File: src/rtl/serial_tx_shifter.sv
// ---------------------------------------------------------------------------
// serial_tx_shifter
//
// Parallel-in / serial-out transmitter. A parallel word is latched when a
// transmit request is seen in IDLE. It is then shifted out LSB first, one bit
// per clk_2 cycle, and each bit is marked with a strobe (shift_en). A receiver
// that clocks an MSB-in shift register on the strobe holds the original word
// after NBITS_DATA strobes. The last accepted word is also shown on a
// 7-segment display.
//
// Handshake: start is a level-sensitive request. It is sampled only while
// the FSM is in IDLE, and a rising clk_2 edge with start=1 in IDLE accepts
// data_in. Nothing is sampled in SHIFT or DONE, and no acknowledge is given
// beyond busy/done. A request that is held high therefore starts one frame
// every NBITS_DATA+2 cycles.
//
// Ports:
//   clk_2        in   system clock, rising edge
//   reset        in   asynchronous reset, active low
//   start        in   transmit request (level, sampled in IDLE only)
//   data_in      in   [NBITS_DATA] word to send, sampled on the accepting edge
//   data_serial  out  serial bit, valid while shift_en=1, otherwise 0
//   shift_en     out  bit strobe, NBITS_DATA consecutive cycles per frame
//   busy         out  high in SHIFT and DONE
//   done         out  one-cycle pulse after the last bit
//   tx_word      out  [NBITS_DATA] copy of the last accepted word
//   SEG          out  [8] 7-segment pattern of tx_word[3:0], dp (bit 7) = 0
// ---------------------------------------------------------------------------
module serial_tx_shifter #(
    parameter int NBITS_DATA = 4
) (
    input  logic                  clk_2,
    input  logic                  reset,
    input  logic                  start,
    input  logic [NBITS_DATA-1:0] data_in,
    output logic                  data_serial,
    output logic                  shift_en,
    output logic                  busy,
    output logic                  done,
    output logic [NBITS_DATA-1:0] tx_word,
    output logic [7:0]            SEG
);

    localparam int CNT_W = (NBITS_DATA > 1) ? $clog2(NBITS_DATA) : 1;
    localparam logic [CNT_W-1:0] LAST_BIT = CNT_W'(NBITS_DATA - 1);

    typedef enum logic [1:0] {
        IDLE  = 2'd0,
        SHIFT = 2'd1,
        DONE  = 2'd2
    } state_t;

    state_t                state;
    logic [NBITS_DATA-1:0] shreg;
    logic [CNT_W-1:0]      bit_cnt;
    logic [3:0]            seg_nib;

    // -----------------------------------------------------------------------
    // Control FSM and datapath registers
    // -----------------------------------------------------------------------
    always_ff @(posedge clk_2 or negedge reset) begin
        if (!reset) begin
            state   <= IDLE;
            shreg   <= '0;
            bit_cnt <= '0;
            tx_word <= '0;
        end else begin
            case (state)
                IDLE: begin
                    if (start) begin
                        shreg   <= data_in;
                        tx_word <= data_in;
                        bit_cnt <= '0;
                        state   <= SHIFT;
                    end
                end
                SHIFT: begin
                    // shreg[0] is on the line during this cycle. The shift
                    // brings the next bit down for the following cycle.
                    shreg   <= shreg >> 1;
                    bit_cnt <= bit_cnt + 1'b1;
                    if (bit_cnt == LAST_BIT) begin
                        state <= DONE;
                    end
                end
                DONE: begin
                    // DONE always spends one cycle here. This gives the
                    // guaranteed gap in shift_en between back-to-back frames.
                    state <= IDLE;
                end
                default: begin
                    state <= IDLE;
                end
            endcase
        end
    end

    // -----------------------------------------------------------------------
    // Outputs are decoded from registered state only. They have no input
    // paths and add no latency.
    // -----------------------------------------------------------------------
    assign shift_en    = (state == SHIFT);
    assign done        = (state == DONE);
    assign busy        = (state == SHIFT) || (state == DONE);
    assign data_serial = (state == SHIFT) && shreg[0];

    // Narrow words are zero-extended so the display still shows the value.
    if (NBITS_DATA >= 4) begin : g_nib_wide
        assign seg_nib = tx_word[3:0];
    end else begin : g_nib_narrow
        assign seg_nib = {{(4 - NBITS_DATA){1'b0}}, tx_word};
    end

    // Segment order is {dp, g, f, e, d, c, b, a}. dp is never lit.
    always_comb begin
        SEG = 8'h00;
        case (seg_nib)
            4'h0: SEG = 8'h3F;
            4'h1: SEG = 8'h06;
            4'h2: SEG = 8'h5B;
            4'h3: SEG = 8'h4F;
            4'h4: SEG = 8'h66;
            4'h5: SEG = 8'h6D;
            4'h6: SEG = 8'h7D;
            4'h7: SEG = 8'h07;
            4'h8: SEG = 8'h7F;
            4'h9: SEG = 8'h6F;
            4'hA: SEG = 8'h77;
            4'hB: SEG = 8'h7C;
            4'hC: SEG = 8'h39;
            4'hD: SEG = 8'h5E;
            4'hE: SEG = 8'h79;
            4'hF: SEG = 8'h71;
            default: SEG = 8'h00;
        endcase
    end

endmodule
File: config.mk
export PLATFORM = sky130hd
export DESIGN_NAME = serial_tx_shifter
export DESIGN_NICKNAME = d
export VERILOG_FILES = /design/src/rtl/serial_tx_shifter.sv
export SDC_FILE = /design/constraint.sdc
export NUM_CORES = 1
export LEC_CHECK = 0
export CAP_MARGIN = 5
export CELL_PAD_IN_SITES_DETAIL_PLACEMENT = 0
export CELL_PAD_IN_SITES_GLOBAL_PLACEMENT = 1
export CORE_MARGIN = 2
export CORE_UTILIZATION = 40
export DETAILED_ROUTE_END_ITERATION = 10
export DONT_BUFFER_PORTS = 1
export PLACE_DENSITY = 0.8
export REMOVE_ABC_BUFFERS = 1
export SYNTH_ARGS = -nofsm -noshare
export SYNTH_HDL_FRONTEND = slang
export SYNTH_SLANG_ARGS = --single-unit
File: constraint.sdc
create_clock -name clk_2 -period 2.05 [get_ports clk_2]
set_input_delay 0.41 -clock clk_2 [delete_from_list [all_inputs] [get_ports clk_2]]
set_output_delay 0.41 -clock clk_2 [all_outputs]
set_load 0.01 [all_outputs]
==> metrics <==
status=finished with violations; failing checks=negative setup slack; Worst Reg-to-Reg Cells=5; setup slack, reg-to-reg=390 ps; cell area after synthesis=891 um^2; Yosys warning count=0; family with the most delay on the worst path=flip-flops; sw frac=46.5%; TNS Setup=-0.738 ps; part of the power in registers=29.7%; Logic pwr share=59.3%; NetSw=0.795 mW; Netlist cell types=35; share of cells above drive strength 1=20.7%; Reg-to-Reg Start=state[0]$_DFFE_PN0P_; most common cell after layout, fill and taps aside=ha_1; critical path required time=1640 ps; CP Launch Type=flip-flop; # rows=17; via count=638; Root Buffer=clkbuf_4; clk_lat worst skew=270 ps; core area=0.00215 mm^2; final worst setup slack=-0.738 ps; Least-Margin Pin Slew=544 ps; critical path's largest stage delay=450 ps; commonest cells after routing, fill and taps aside=ha_1 (11), dfrtp_1 (10), nor2_1 (5); Period minus WS final=2050 ps; Leak=0.442 nW; die width=51.2 um; Worst Hold Class=primary input to flip-flop; Power per Cell Area=1740 mW/mm^2; Sinks on Clock Net=12; period utilization=100%; Initial Utilization=41.5%; crit-path cells=inv_2, ha_4, inv_2, mux4_2, inv_2; CP Max Fanout=6; Clock power frac=11.0%; DR pass1 iterations=4; Area Overhead vs Synth=10.3%; RSZ-0062 raised after global routing=yes; critical path depth=5; Worst EP arrival=1640 ps; placed cell area=903 um^2; Routed WL per cell=13.5 um; Max Clock Freq=0.488 GHz; total internal power=0.915 mW; diode count=0; Reg-to-Reg End=state[1]$_DFFE_PN0P_; CP max stage cell=dfrtp_2; nets=112; Yosys reg bits=12; Syn Inst Count=89; Total GRT Usage=14.6%; GPL Wtd Cong=0.680; Port Buf Inserts=0; Post-Route WL=1630 um; total grt overflow=0; CTS tree=done; Mean Syn Cell Area=10.0 um^2; Worst Clk Skew=6.26 ps; Max-cap violations=0; Slew HR=63.6%; Starting DRT DRC Count=2; die area=0.00262 mm^2; CP endpoint kind=output port; Vias/cell=5.32; Peak VDD IR=710 uV; Die Height=51.2 um; Setup CP Type=flip-flop to output port; hold slack=261 ps; dpl hpwl=1210 um; number of global-route vias before repair=660; residual DRC count=0; clk buf depth=2; initial antenna violation count=0; fin area=982 um^2; # IOs=23; Clock transition at path regs=80 ps; Setup crit start=tx_word[0]$_DFFE_PN0P_; Setup crit end=SEG[3]; crit path buf inv count=3; largest net degree at the start of global routing=15; CTS H-Tree Depth=1; final core area utilization=45.7%; global-route wire length before repair=2850 um; Final Hold Vio Count=0; min-delay src=data_in[2]; post-synthesis sequential area ratio=33.7%; Num CTS Buffers=3; final setup fails=1; Most common cell on crit path=inv_2; ANT nets after route=0; Final Max Tran Viols=0
[power by group through the flow]
stage,Sequential [mW],Clock [mW],Combinational [mW]
floorplan,0.484,0,0.757
global placement,0.498,0,0.908
detailed placement,0.508,0,0.928
CTS,0.507,0.195,0.999
global route,0.534,0.201,1.15
finish,0.508,0.188,1.01
[worst min-delay path by stage]
stage	depth (start not counted)	slack, ps	to
CTS	1	250	tx_word[2]$_DFFE_PN0P_
detailed placement	0	110	shreg[0]$_DFFE_PN0P_
global route	1	260	tx_word[1]$_DFFE_PN0P_
finish	1	260	tx_word[2]$_DFFE_PN0P_
floorplan	0	110	bit_cnt[0]$_DFFE_PN0P_
global placement	0	110	tx_word[0]$_DFFE_PN0P_
[cell type report]
type / instances / area [um^2]
Clock buffer: 4 / 36.3
Fill cell: 216 / 1170
Inverter: 8 / 32.5
Multi-Input combinational cell: 64 / 543
Sequential cell: 12 / 303
Tap cell: 28 / 35.0
Timing Repair Buffer: 4 / 32.5
[routing by layer]
layer  up-vias  wire length (um)  track usage [%]
met5         -                 0                0
met4         0                22             6.76
met3         4               112             3.80
met2        20               805             25.3
met1       300               684             16.7
li1        314                 -                -
[sequential cells by signal (all words and copies together) (netlist names)]
signal and cells:
bit_cnt 2, state 2, tx_word 4, shreg 4
[cell usage after synthesis]
library cell	number	area share [%]
o22ai_1	1	0.70
a21oi_1	3	1.7
mux2_1	4	5.1
and2_1	1	0.70
xnor2_1	1	0.98
o221a_1	3	3.8
o21ai_1	3	1.7
mux2i_1	1	1.1
nor2_1	5	2.1
nand3_1	3	1.7
o21bai_1	1	0.84
and2b_1	1	0.84
nand2_1	4	1.7
ha_1	12	17
inv_1	7	2.9
mux4_2	1	2.5
o21a_1	1	0.84
a221oi_1	1	0.98
nor3_1	1	0.56
mux2_2	1	1.3
and3_1	1	0.70
nand2_2	1	0.70
clkbuf_1	1	0.42
buf_4	3	2.5
a31oi_1	1	0.70
a22oi_1	1	0.84
o22a_1	4	3.9
a211oi_1	1	0.84
nor2b_1	3	2.1
conb_1	1	0.42
buf_6	1	1.3
inv_4	1	0.70
nand2b_1	2	1.4
nand3b_1	1	0.84
dfrtp_1	12	34
[cells by family after synthesis]
group	after synthesis	synth area share [%]
muxes	7	9.97
AOI/OAI and AO/OA	20	16.9
xor gates and xnor gates	1	0.983
and+or+nand+nor	23	13.3
DFF	12	33.7
other	1	0.421
adders and majority gates	12	16.9
buffers and inverters	13	7.87
[metrics by stage]
| step | power (mW) | instances | setup slack, ps |
|---|---|---|---|
| 4_1_cts | 1.70 | 120 | -19.5 |
| 3_3_place_gp | 1.41 | 114 | 177 |
| 3_5_place_dp | 1.44 | 114 | 135 |
| 2_1_floorplan | 1.24 | 84 | 234 |
| 5_1_grt | 1.88 | 120 | -53.6 |
| 6_report | 1.71 | 120 | -0.738 |
[timing repair]
| item | CTS | global route |
|---|---|---|
| gates resized for setup | 5 | 3 |
| pin swaps | 0 | 1 |
| endpoints found under the setup margin | 3 | 2 |
| hold buffers | 1 | 0 |
| endpoints found under the hold margin | 12 | 0 |
| buffers inserted | 1 | 0 |
Note: power is estimated with default switching activity, not from simulation.
